$ cat config.mk
export PLATFORM = sky130hd
export DESIGN_NAME = arith_stack_unit
export DESIGN_NICKNAME = d
export VERILOG_FILES = /design/src/rtl/arith_stack_unit.sv
export SDC_FILE = /design/constraint.sdc
export NUM_CORES = 1
export LEC_CHECK = 0
export ABC_CLOCK_PERIOD_IN_PS = 9900
export BUFFER_PORTS_ARGS = -buffer_cell sky130_fd_sc_hd__buf_2
export CELL_PAD_IN_SITES_DETAIL_PLACEMENT = 1
export CELL_PAD_IN_SITES_GLOBAL_PLACEMENT = 1
export CORE_ASPECT_RATIO = 0.7
export CORE_MARGIN = 8
export CORE_UTILIZATION = 30
export DETAILED_ROUTE_END_ITERATION = 8
export PLACE_DENSITY = 0.54
export SYNTH_ARGS = -nofsm -noshare
export SYNTH_HDL_FRONTEND = slang
export SYNTH_SLANG_ARGS = --single-unit
$ cat constraint.sdc
create_clock -name clk -period 9.9 [get_ports clk]
set_input_delay 1.485 -clock clk [delete_from_list [all_inputs] [get_ports clk]]
set_output_delay 1.485 -clock clk [all_outputs]
set_load 0.005 [all_outputs]
$ cat src/rtl/arith_stack_unit.sv
// Operand-stack execution unit: LIFO stack with PUSH/POP and signed ADD/SUB/MUL/DIV (TOS op NOS).
// Define ARITH_SAT_EN to saturate ADD/SUB/MUL/DIV results instead of wrapping.
module arith_stack_unit #(
    parameter int DATA_W = 8,
    parameter int DEPTH  = 16
) (
    input  logic                      clk,
    input  logic                      reset,
    input  logic                      cmd_valid,
    output logic                      cmd_ready,
    input  logic [2:0]                cmd_op,
    input  logic [DATA_W-1:0]         cmd_data,
    output logic                      done,
    output logic                      err,
    output logic [DATA_W-1:0]         tos,
    output logic [$clog2(DEPTH):0]    index,
    output logic                      empty,
    output logic                      full,
    output logic                      carry_out,
    output logic [2:0]                dbg_state
);

    // Handshake: a command is taken on a rising edge where cmd_valid && cmd_ready;
    // cmd_ready is high only in IDLE, cmd_op/cmd_data are sampled only then, and
    // requests made while busy are dropped rather than queued.

`ifdef ARITH_SAT_EN
    localparam bit SAT_EN = 1'b1;
`else
    localparam bit SAT_EN = 1'b0;
`endif

    localparam int AW = $clog2(DEPTH);
    localparam int IW = AW + 1;
    localparam int CW = $clog2(DATA_W) + 1;

    localparam logic [2:0] S_IDLE  = 3'd0;
    localparam logic [2:0] S_LOAD  = 3'd1;
    localparam logic [2:0] S_EXEC  = 3'd2;
    localparam logic [2:0] S_WRITE = 3'd3;
    localparam logic [2:0] S_RESP  = 3'd4;

    localparam logic [2:0] OP_PUSH = 3'd0;
    localparam logic [2:0] OP_POP  = 3'd1;
    localparam logic [2:0] OP_ADD  = 3'd4;
    localparam logic [2:0] OP_SUB  = 3'd5;
    localparam logic [2:0] OP_MUL  = 3'd6;
    localparam logic [2:0] OP_DIV  = 3'd7;

    localparam logic [IW-1:0]       DEPTH_I   = IW'(DEPTH);
    localparam logic [IW-1:0]       ONE_I     = IW'(1);
    localparam logic [IW-1:0]       TWO_I     = IW'(2);
    localparam logic [CW-1:0]       LAST_STEP = CW'(DATA_W - 1);
    localparam logic [DATA_W-1:0]   SMAX      = {1'b0, {(DATA_W-1){1'b1}}};
    localparam logic [DATA_W-1:0]   SMIN      = {1'b1, {(DATA_W-1){1'b0}}};
    localparam logic [2*DATA_W-1:0] PROD_HALF = {{DATA_W{1'b0}}, 1'b1, {(DATA_W-1){1'b0}}};

    function automatic logic [DATA_W-1:0] abs_val(input logic [DATA_W-1:0] v);
        return v[DATA_W-1] ? -v : v;
    endfunction

    logic [2:0]        state_q, state_d;
    logic [IW-1:0]     index_q, index_d;
    logic [2:0]        op_q, op_d;
    logic [DATA_W-1:0] a_q, a_d;
    logic [DATA_W-1:0] b_q, b_d;
    logic [DATA_W-1:0] hi_q, hi_d;
    logic [DATA_W-1:0] lo_q, lo_d;
    logic [CW-1:0]     cnt_q, cnt_d;
    logic              err_q, err_d;
    logic              carry_q, carry_d;

    logic [DATA_W-1:0] mem [DEPTH];
    logic              mem_we;
    logic [AW-1:0]     mem_waddr;
    logic [DATA_W-1:0] mem_wdata;

    logic [AW-1:0]       tos_addr, nos_addr;
    logic [DATA_W-1:0]   mem_tos, mem_nos;
    logic [DATA_W-1:0]   mag_a, mag_b;
    logic                res_neg;
    logic [DATA_W:0]     add_full, sub_full;
    logic                add_ovf, sub_ovf;
    logic [DATA_W:0]     mul_sum;
    logic [DATA_W:0]     div_shift, div_trial;
    logic [2*DATA_W-1:0] prod_mag;
    logic [DATA_W-1:0]   mul_low, div_quot;
    logic                mul_ovf, div_ovf;
    logic [DATA_W-1:0]   wb_data;
    logic                wb_carry;

    always_comb begin
        tos_addr  = AW'(index_q - ONE_I);
        nos_addr  = AW'(index_q - TWO_I);
        mem_tos   = mem[tos_addr];
        mem_nos   = mem[nos_addr];
        mag_a     = abs_val(a_q);
        mag_b     = abs_val(b_q);
        res_neg   = a_q[DATA_W-1] ^ b_q[DATA_W-1];

        add_full  = {1'b0, a_q} + {1'b0, b_q};
        sub_full  = {1'b0, a_q} - {1'b0, b_q};
        add_ovf   = (a_q[DATA_W-1] == b_q[DATA_W-1]) && (add_full[DATA_W-1] != a_q[DATA_W-1]);
        sub_ovf   = (a_q[DATA_W-1] != b_q[DATA_W-1]) && (sub_full[DATA_W-1] != a_q[DATA_W-1]);

        // One shift-add step: hi accumulates, lo holds the remaining multiplier bits.
        mul_sum   = {1'b0, hi_q} + (lo_q[0] ? {1'b0, mag_a} : {(DATA_W+1){1'b0}});
        // One restoring-divide step: hi is the partial remainder, lo shifts dividend out / quotient in.
        div_shift = {hi_q, lo_q[DATA_W-1]};
        div_trial = div_shift - {1'b0, mag_b};

        prod_mag  = {hi_q, lo_q};
        mul_low   = res_neg ? -lo_q : lo_q;
        mul_ovf   = res_neg ? (prod_mag > PROD_HALF) : (prod_mag >= PROD_HALF);
        div_quot  = res_neg ? -lo_q : lo_q;
        div_ovf   = !res_neg && lo_q[DATA_W-1];
    end

    always_comb begin
        wb_data  = '0;
        wb_carry = 1'b0;
        case (op_q)
            OP_ADD: begin
                wb_data  = (SAT_EN && add_ovf) ? (a_q[DATA_W-1] ? SMIN : SMAX) : add_full[DATA_W-1:0];
                wb_carry = add_full[DATA_W];
            end
            OP_SUB: begin
                wb_data  = (SAT_EN && sub_ovf) ? (a_q[DATA_W-1] ? SMIN : SMAX) : sub_full[DATA_W-1:0];
                wb_carry = sub_full[DATA_W];
            end
            OP_MUL: begin
                wb_data  = (SAT_EN && mul_ovf) ? (res_neg ? SMIN : SMAX) : mul_low;
            end
            OP_DIV: begin
                if (b_q == '0) begin
                    wb_data = '0;
                end else begin
                    wb_data = (SAT_EN && div_ovf) ? SMAX : div_quot;
                end
            end
            default: wb_data = '0;
        endcase
    end

    always_comb begin
        state_d   = state_q;
        index_d   = index_q;
        op_d      = op_q;
        a_d       = a_q;
        b_d       = b_q;
        hi_d      = hi_q;
        lo_d      = lo_q;
        cnt_d     = cnt_q;
        err_d     = err_q;
        carry_d   = carry_q;
        mem_we    = 1'b0;
        mem_waddr = index_q[AW-1:0];
        mem_wdata = cmd_data;

        case (state_q)
            S_IDLE: begin
                if (cmd_valid) begin
                    op_d    = cmd_op;
                    err_d   = 1'b0;
                    state_d = S_RESP;
                    case (cmd_op)
                        OP_PUSH: begin
                            if (index_q == DEPTH_I) begin
                                err_d = 1'b1;
                            end else begin
                                mem_we  = 1'b1;
                                index_d = index_q + ONE_I;
                            end
                        end
                        OP_POP: begin
                            if (index_q == '0) err_d = 1'b1;
                            else               index_d = index_q - ONE_I;
                        end
                        OP_ADD, OP_SUB, OP_MUL, OP_DIV: begin
                            if (index_q < TWO_I) err_d = 1'b1;
                            else                 state_d = S_LOAD;
                        end
                        default: err_d = 1'b1;
                    endcase
                end
            end
            S_LOAD: begin
                a_d     = mem_tos;
                b_d     = mem_nos;
                index_d = index_q - TWO_I;
                hi_d    = '0;
                lo_d    = (op_q == OP_DIV) ? abs_val(mem_tos) : abs_val(mem_nos);
                cnt_d   = '0;
                state_d = S_EXEC;
            end
            S_EXEC: begin
                if (op_q == OP_ADD || op_q == OP_SUB) begin
                    state_d = S_WRITE;
                end else begin
                    if (op_q == OP_MUL) begin
                        hi_d = mul_sum[DATA_W:1];
                        lo_d = {mul_sum[0], lo_q[DATA_W-1:1]};
                    end else if (!div_trial[DATA_W]) begin
                        hi_d = div_trial[DATA_W-1:0];
                        lo_d = {lo_q[DATA_W-2:0], 1'b1};
                    end else begin
                        hi_d = div_shift[DATA_W-1:0];
                        lo_d = {lo_q[DATA_W-2:0], 1'b0};
                    end
                    cnt_d = cnt_q + CW'(1);
                    if (cnt_q == LAST_STEP) state_d = S_WRITE;
                end
            end
            S_WRITE: begin
                mem_we    = 1'b1;
                mem_wdata = wb_data;
                index_d   = index_q + ONE_I;
                carry_d   = wb_carry;
                err_d     = (op_q == OP_DIV) && (b_q == '0);
                state_d   = S_RESP;
            end
            S_RESP: begin
                state_d = S_IDLE;
            end
            default: state_d = S_IDLE;
        endcase
    end

    always_ff @(posedge clk or negedge reset) begin
        if (!reset) begin
            state_q <= S_IDLE;
            index_q <= '0;
            op_q    <= '0;
            a_q     <= '0;
            b_q     <= '0;
            hi_q    <= '0;
            lo_q    <= '0;
            cnt_q   <= '0;
            err_q   <= 1'b0;
            carry_q <= 1'b0;
        end else begin
            state_q <= state_d;
            index_q <= index_d;
            op_q    <= op_d;
            a_q     <= a_d;
            b_q     <= b_d;
            hi_q    <= hi_d;
            lo_q    <= lo_d;
            cnt_q   <= cnt_d;
            err_q   <= err_d;
            carry_q <= carry_d;
        end
    end

    // Stack storage carries no reset; only index decides which entries are live.
    always_ff @(posedge clk) begin
        if (mem_we) mem[mem_waddr] <= mem_wdata;
    end

    assign cmd_ready = (state_q == S_IDLE);
    assign done      = (state_q == S_RESP);
    assign err       = (state_q == S_RESP) && err_q;
    assign tos       = (index_q == '0) ? '0 : mem_tos;
    assign index     = index_q;
    assign empty     = (index_q == '0);
    assign full      = (index_q == DEPTH_I);
    assign carry_out = carry_q;
    assign dbg_state = state_q;

endmodule

* After elaboration in Yosys (flattened, before gate mapping)
Memory sizes are Yosys's and may differ from the RTL's.
Cells that the tools add are included.
** Word-level totals
- Memory bits (writable) :: 128
- Memories :: 1
- Word-level logic and storage cells :: 108
- Bits of input ports :: 14
- Flip-flop bits (word level) :: 49
- Output and inout bits :: 22
** Memories
- mem :: words 16, width 8, read ports 2, clocked after memory_dff 0, write ports 1, line 73 : logic [DATA_W-1:0] mem [DEPTH];
** Cells by class
- Equality and inequality tests :: 21
- $lt $le $gt $ge :: 1
- Bitwise operators :: 1
- $add $sub $neg :: 13
- Reductions and logical operators :: 16
- Muxes and demuxes :: 45
** Operator list (count)
- $mux 8 :: 15
- $neg 8->8 :: 5
- $pmux 8 s2 :: 2
- $pmux 8 s4 :: 1
- $eq 3x3->1 const B :: 9
- $add 8x8->9 :: 2
- $mux 3 :: 5
- $mux 5 :: 3
- $pmux 5 s3 :: 1
- $pmux 3 s4 :: 1
- $mux 1 :: 10
- $pmux 5 s2 :: 1
- $ne 3x3->1 const B :: 3
- $sub 8x8->9 :: 1
- $sub 9x8->9 :: 1
- $logic_not 8->1 :: 1
- $pmux 4 s2 :: 1
- $reduce_and 2->1 :: 4
- $eq 3x1->1 const B :: 2
- $eq 3x2->1 const B :: 2
- $logic_not 3->1 :: 2
- $pmux 1 s2 :: 3
- $add 5x1->5 const B :: 1
- $eq 5x5->1 const B :: 1
- other kinds (17) :: 20

* Logic depth before layout (Yosys ltp)
Gate-level depths: netlist of the first run.
- Word-level depth :: 7
- Depth in mapped cells :: 19
- Depth with buffers taken out :: 15

* Least setup slack after synthesis of the first run
No wires, ideal clock.
- Kind :: reg2out
- Start :: reg index_q[1], in the netlist index[1]
- End :: out tos[6]
- Data arrival time :: 3.254 ns
- Data required time :: 8.415 ns
- Stages on the path, launching flop included :: 14
- Path slack :: 5.161 ns
- Buffers on the path :: 7
- Cells stage by stage :: dfrtp_1 clkbuf_1 buf_2 buf_2 inv_1 ha_1 buf_2 buf_2 buf_6 buf_2 mux4_2 mux2_2 o21ai_1 nor2_1
** Between the ends
- Longest elaborated chain between the ends :: 3
- Elaborated cells on any way between the ends :: 4
- Classes of those cells :: 1 x add/sub; 1 x mux; 1 x reduce/logical; 1 x memory
** Ends and longest elaborated chain
- start, declared :: line 63 : logic [IW-1:0] index_q, index_d;
- start signal, assigned :: line 243 : index_q <= index_d;
- $sub 5x1->5
- $mem_v2 16x8
- $mux 8 (*) :: line 263 : assign tos = (index_q == '0) ? '0 : mem_tos;
- end, declared :: line 15 : output logic [DATA_W-1:0] tos,
Mark *: on every way between the ends. The rest lies on a longest branch, timed or not.

* Worst setup path in the final report of the first run
- Start :: reg index_q[0], in the netlist index[0]
- End :: out tos[5]
Same word-level chain as after synthesis.

==> results.sh, run 1 <==
export IMPL_cp_cell_sequence="inv_1 > ha_2 > mux4_2 > mux2_2 > o21ai_0 > nor2_1 > buf_2"
export IMPL_syn_inst=910
export IMPL_setup_violations=0
export IMPL_core_region_area_um2=35560
export IMPL_cp_required_ns=8.42
export IMPL_ys_seq_area_share_pct=47.38
export IMPL_gp_congestion=0.7684
export IMPL_grt_usage_pct=16.59
export IMPL_relSlewSlack_pct=9.774
export IMPL_vias_per_cell=5.327
export IMPL_syn_area_um2=10700
export IMPL_async_flop_share_pct=27.68
export IMPL_slowest_delay_ns=1.09
export IMPL_post_route_drc_count=0
export IMPL_crit_buf_inv=2
export IMPL_n_fill_cell=3898
export IMPL_cts_buffers=17
export IMPL_clkTransAtPathRegs_ns=0.07
export IMPL_clk_latency_ns=0.44
export IMPL_synth_net_count=973
export IMPL_critPathMaxFanout=32
export IMPL_cts_max_level=4
export IMPL_die_w_um=241.7
export IMPL_startpoint_type="register"
export IMPL_nNetsFinal=1002
export IMPL_ys_ff_latch=177
export IMPL_clockBufferDepth=2
export IMPL_rows=58
export IMPL_worst_pin_slew_ns=1.348
export IMPL_hold_viol=0
export IMPL_grt_pass1_wl_um=53010
export IMPL_syn_area_per_cell_um2=11.76
export IMPL_clock_fmax_mhz=169.5
export IMPL_drive_above_1_share_pct=17.67
export IMPL_start_util_pct=30.10
export IMPL_ios=36
export IMPL_area_delta_synth_final_pct=11.97
export IMPL_worstSetupPathType="register to output port"
export IMPL_status="finished, final reports clean"
export IMPL_synth_main_ff_cell="edfxtp_1"
export IMPL_ys_warn_count=0
export IMPL_wirelength_um=35110
export IMPL_endpoint_kind="output port"
export IMPL_antenna_diode_count=0
export IMPL_cp_top_family="adder cells"
export IMPL_period_minus_slack_ns=5.901
export IMPL_grt_max_degree=57
export IMPL_cts_root_buf="clkbuf_16"
export IMPL_wl_per_cell_um=24.54
export IMPL_post_route_period_util_pct=59.60
export IMPL_dr_pass1_iters=5
export IMPL_fin_worst_skew_ns=0.01356
export IMPL_final_max_slew_viol_count=0
export IMPL_cts_sinks=177
export IMPL_dieArea_um2=42070
export IMPL_holdBufCountCts=0
export IMPL_mostFrequentLayoutCell="edfxtp_1"
export IMPL_dpl_hpwl_um=25360
export IMPL_ys_types=63
export IMPL_maxCapViolations=0
export IMPL_overflow=0
export IMPL_portBuffers=35
export IMPL_drt_antenna_violating_nets=0
export IMPL_final_cell_mix="edfxtp_1, nand2_1, nor2_1, o21ai_0, mux4_2"
export IMPL_fin_setup_tns_ns=0
export IMPL_vias=7623
export IMPL_rsz0062_at_grt="no"
export IMPL_slowest_stage="ha_2"
export IMPL_cp_arrival_ns=4.42
export IMPL_die_h_um=174.0
export IMPL_grt_antenna_before_repair=1
export IMPL_hold_path_class="register to register"
export IMPL_cts_tree="built"
export IMPL_cts_setup_buffers=0
export IMPL_first_global_vias=7993
export IMPL_drtIter0Drc=706
export IMPL_ctsResizeCount=0
export IMPL_synth_edff_count=128
[worst min-delay path: stages, from the launching register on]
cell and delay [ns]:
dfrtp_1 0.34, nand2_1 0.04, o21ai_0 0.07
[final cells by class]
class	count	area, um^2	share of cell area (%)
clock buffers	19	432.9	3.613
clock inverters	12	135.1	1.128
inverters	33	123.9	1.034
multi-input cells	652	5268	43.96
flip-flops and latches	177	5075	42.35
well taps	480	600.6	5.012
repair buffers	58	347.8	2.903
[cell families after synthesis]
logic type	count (synthesis)	synth area share (%)
XOR/XNOR	55	4.642
adder cells (fa/ha/maj)	49	6.010
AND/OR/NAND/NOR	239	9.844
buffers and inverters	81	3.496
AO/OA/AOI/OAI	203	12.14
multiplexers	106	16.50
flip-flops	177	47.38
[cells in the mapped netlist (5+ instances only)]
cell      number  share of area [%]
a31oi_1       10               0.58
dfrtp_1       49                 11
nor3_1        10               0.47
a22oi_1        7               0.49
nor2_1        70                2.5
o211ai_1       7               0.49
a21oi_1       45                2.1
o21bai_1       8               0.56
o21ai_0       55                2.6
and2_1        10               0.58
a311oi_1      10               0.82
ha_1          45                5.3
mux4_2        55                 12
nand3_1        9               0.42
buf_6          6               0.63
a211oi_1      10               0.70
edfxtp_1     128                 36
nand2_1      100                3.5
inv_1         32                1.1
mux2_2        10                1.1
mux2i_1       40                3.7
clkbuf_1      29                1.0
buf_2          8               0.37
xnor2_1       32                2.6
xor2_1        21                1.7
nand2b_1       7               0.41
nor2b_1       13               0.76
a21o_1        13               0.91
o22ai_1        5               0.29
[final timing paths]
path / from / endpoint / slack, ns / depth (start not counted)
worst max register to register: index[0] / lo_q[2] / 5.00 / 11
worst max-delay path: index[0] / tos[5] / 4.00 / 7
min in group asynchronous: reset / hi_q[4] / 1.17 / 2
worst min register to register: carry_out / carry_out / 0.49 / 2
max in group asynchronous: reset / index[0] / 8.12 / 2
worst min-delay path: carry_out / carry_out / 0.49 / 2
[state kept, by name, summed over array words and instances (netlist names)]
name and cells:
dbg_state 3, mem 128, cnt_q 4, carry_out 1, err_q 1, op_q 3
lo_q 8, index 5, b_q 8, hi_q 8, a_q 8
[layer usage]
metal	share of wire [%]	routed length [um]	global-route usage (%)
met1	53	18490	25.25
met2	41	14370	23.78
met3	5.4	1888	3.695
met4	0.99	349	3.159
met5	0.034	12	0
[through the flow]
| stage | instance area, um^2 | setup slack (ns) | instances | utilization [%] | hold slack (ns) |
|---|---|---|---|---|---|
| after global placement | 11410 | 4.512 | 1400 | 32.10 | 0.4625 |
| after global routing | 11980 | 3.747 | 1431 | 33.70 | 0.5686 |
| after CTS | 11980 | 3.922 | 1431 | 33.70 | 0.4956 |
| after detailed placement | 11410 | 4.412 | 1400 | 32.10 | 0.4793 |
| final | 11980 | 3.999 | 1431 | 33.70 | 0.4941 |
| after floorplan | 10700 | 5.161 | 910 | - | 0.4733 |
Power of run 1 is not shown: default switching activity piles up to over one toggle a cycle in this logic, so the estimate is an artifact.
==> run 2, diff against run 1 <==
Settings changed: ABC_CLOCK_PERIOD_IN_PS 9900 to 5500.
Clock period 9.9 ns to 5.5 ns, I/O delays scaled along.
==> results.sh, run 2 (same netlist as run 1, synthesis figures left out) <==
export IMPL_rows=58
export IMPL_post_route_drc_count=0
export IMPL_largest_reg_flops=128
export IMPL_wl_per_cell_um=24.01
export IMPL_ctsResizeCount=0
export IMPL_drive_above_1_share_pct=18.59
export IMPL_ios=36
export IMPL_mostFrequentLayoutCell="edfxtp_1"
export IMPL_maxCapViolations=0
export IMPL_dieArea_um2=42070
export IMPL_post_route_period_util_pct=84.48
export IMPL_cp_arrival_ns=3.82
export IMPL_clockBufferDepth=2
export IMPL_first_global_vias=7844
export IMPL_cts_max_level=4
export IMPL_cts_buffers=17
export IMPL_period_minus_slack_ns=4.646
export IMPL_grt_max_degree=50
export IMPL_relSlewSlack_pct=20.01
export IMPL_dr_pass1_iters=5
export IMPL_cp_required_ns=4.68
export IMPL_setup_violations=0
export IMPL_clock_fmax_mhz=215.2
export IMPL_use_met3_pct=2.607
export IMPL_clk_latency_ns=0.44
export IMPL_die_h_um=174.0
export IMPL_grt_use_met2_pct=23.16
export IMPL_cts_sinks=177
export IMPL_core_region_area_um2=35560
export IMPL_regMostFlops="mem"
export IMPL_fin_worst_skew_ns=0.01590
export IMPL_worstSetupPathType="register to output port"
export IMPL_grt_pass1_wl_um=52490
export IMPL_grt_antenna_before_repair=0
export IMPL_wirelength_um=34650
export IMPL_cts_root_buf="clkbuf_16"
export IMPL_overflow=0
export IMPL_gp_congestion=0.7659
export IMPL_holdBufCountCts=0
export IMPL_start_util_pct=30.10
export IMPL_endpoint_kind="output port"
export IMPL_critPathMaxFanout=14
export IMPL_cts_setup_buffers=0
export IMPL_final_cell_mix="edfxtp_1, nand2_1, nor2_1, o21ai_0, mux4_2"
export IMPL_vias_per_cell=5.356
export IMPL_antenna_diode_count=0
export IMPL_cts_tree="built"
export IMPL_fin_setup_tns_ns=0
export IMPL_hold_path_class="primary input to async pin"
export IMPL_grt_usage_pct=16.40
export IMPL_clkTransAtPathRegs_ns=0.07
export IMPL_final_max_slew_viol_count=0
export IMPL_startpoint_type="register"
export IMPL_drtIter0Drc=559
export IMPL_worst_pin_slew_ns=1.195
export IMPL_hold_viol=0
export IMPL_die_w_um=241.7
export IMPL_top_usage_layer="met1"
export IMPL_area_delta_synth_final_pct=13.11
export IMPL_dpl_hpwl_um=25250
export IMPL_portBuffers=35
export IMPL_vias=7728
export IMPL_grt_util_met1_pct=26.07
export IMPL_rsz0062_at_grt="no"
export IMPL_drt_antenna_violating_nets=0
export IMPL_nNetsFinal=1013
export IMPL_status="finished, final reports clean"
## run 2: changes by cell type in the layout (fill, tap and decap cells not counted)
cell,change
clkinv_2,-2
clkinv_4,-2
clkinv_1,+2
clkbuf_1,-1
clkinvlp_4,+2
inv_8,+2
buf_4,+11
bufinv_16,+1
clkinvlp_2,-1
## run 2: path summary, 6_finish.rpt
| check | startpoint | endpoint | slack (ns) | cells past startpoint |
|---|---|---|---|---|
| max reg2reg | index[0] | lo_q[5] | 1.44 | 12 |
| max in group asynchronous | reset | index[0] | 4.38 | 2 |
| min in group clk | carry_out | carry_out | 0.52 | 2 |
| max | index[0] | tos[4] | 0.85 | 9 |
| min | reset | hi_q[7] | 0.52 | 2 |
| min reg2reg | carry_out | carry_out | 0.52 | 2 |
## run 2: routing by layer
metal | up-vias | routed length [um] | share of wire, %
met5 | - | 0 | 0
met2 | 196 | 14280 | 41
met4 | 0 | 259 | 0.75
met3 | 16 | 1783 | 5.1
met1 | 4026 | 18330 | 53
li1 | 3490 | - | -
## run 2: final cells by class
| cell class | count | area (um^2) |
|---|---|---|
| fillers | 3905 | 23460 |
| multi-input cells | 652 | 5268 |
| flip-flops and latches | 177 | 5075 |
| well taps | 480 | 600.6 |
| repair buffers | 69 | 430.4 |
| clock buffers | 18 | 429.2 |
| clock inverters | 14 | 177.7 |
| inverters | 33 | 123.9 |
## run 2: metrics by stage
stage | instance area [um^2] | hold WS [ns] | setup slack (ns) | util [%] | cells
after global placement | 11500 | 0.4613 | 1.315 | 32.33 | 1411
after global routing | 12100 | 0.5609 | 0.6480 | 34.04 | 1443
final | 12100 | 0.5186 | 0.8537 | 34.04 | 1443
after CTS | 12100 | 0.5269 | 0.8454 | 34.04 | 1443
after floorplan | 10700 | 0.4733 | 1.421 | - | 910
after detailed placement | 11500 | 0.5110 | 1.320 | 32.33 | 1411
## run 2: critical path, cell delays in order, from the launching register on
cell and delay (ns):
dfrtp_4 0.47, inv_1 0.34, ha_2 0.36, xor2_2 0.44, buf_4 0.39, mux4_2 0.34
mux2_2 0.27, a21oi_1 0.49, nor2_1 0.09, buf_2 0.19
Power of run 2 is left out for the same reason.
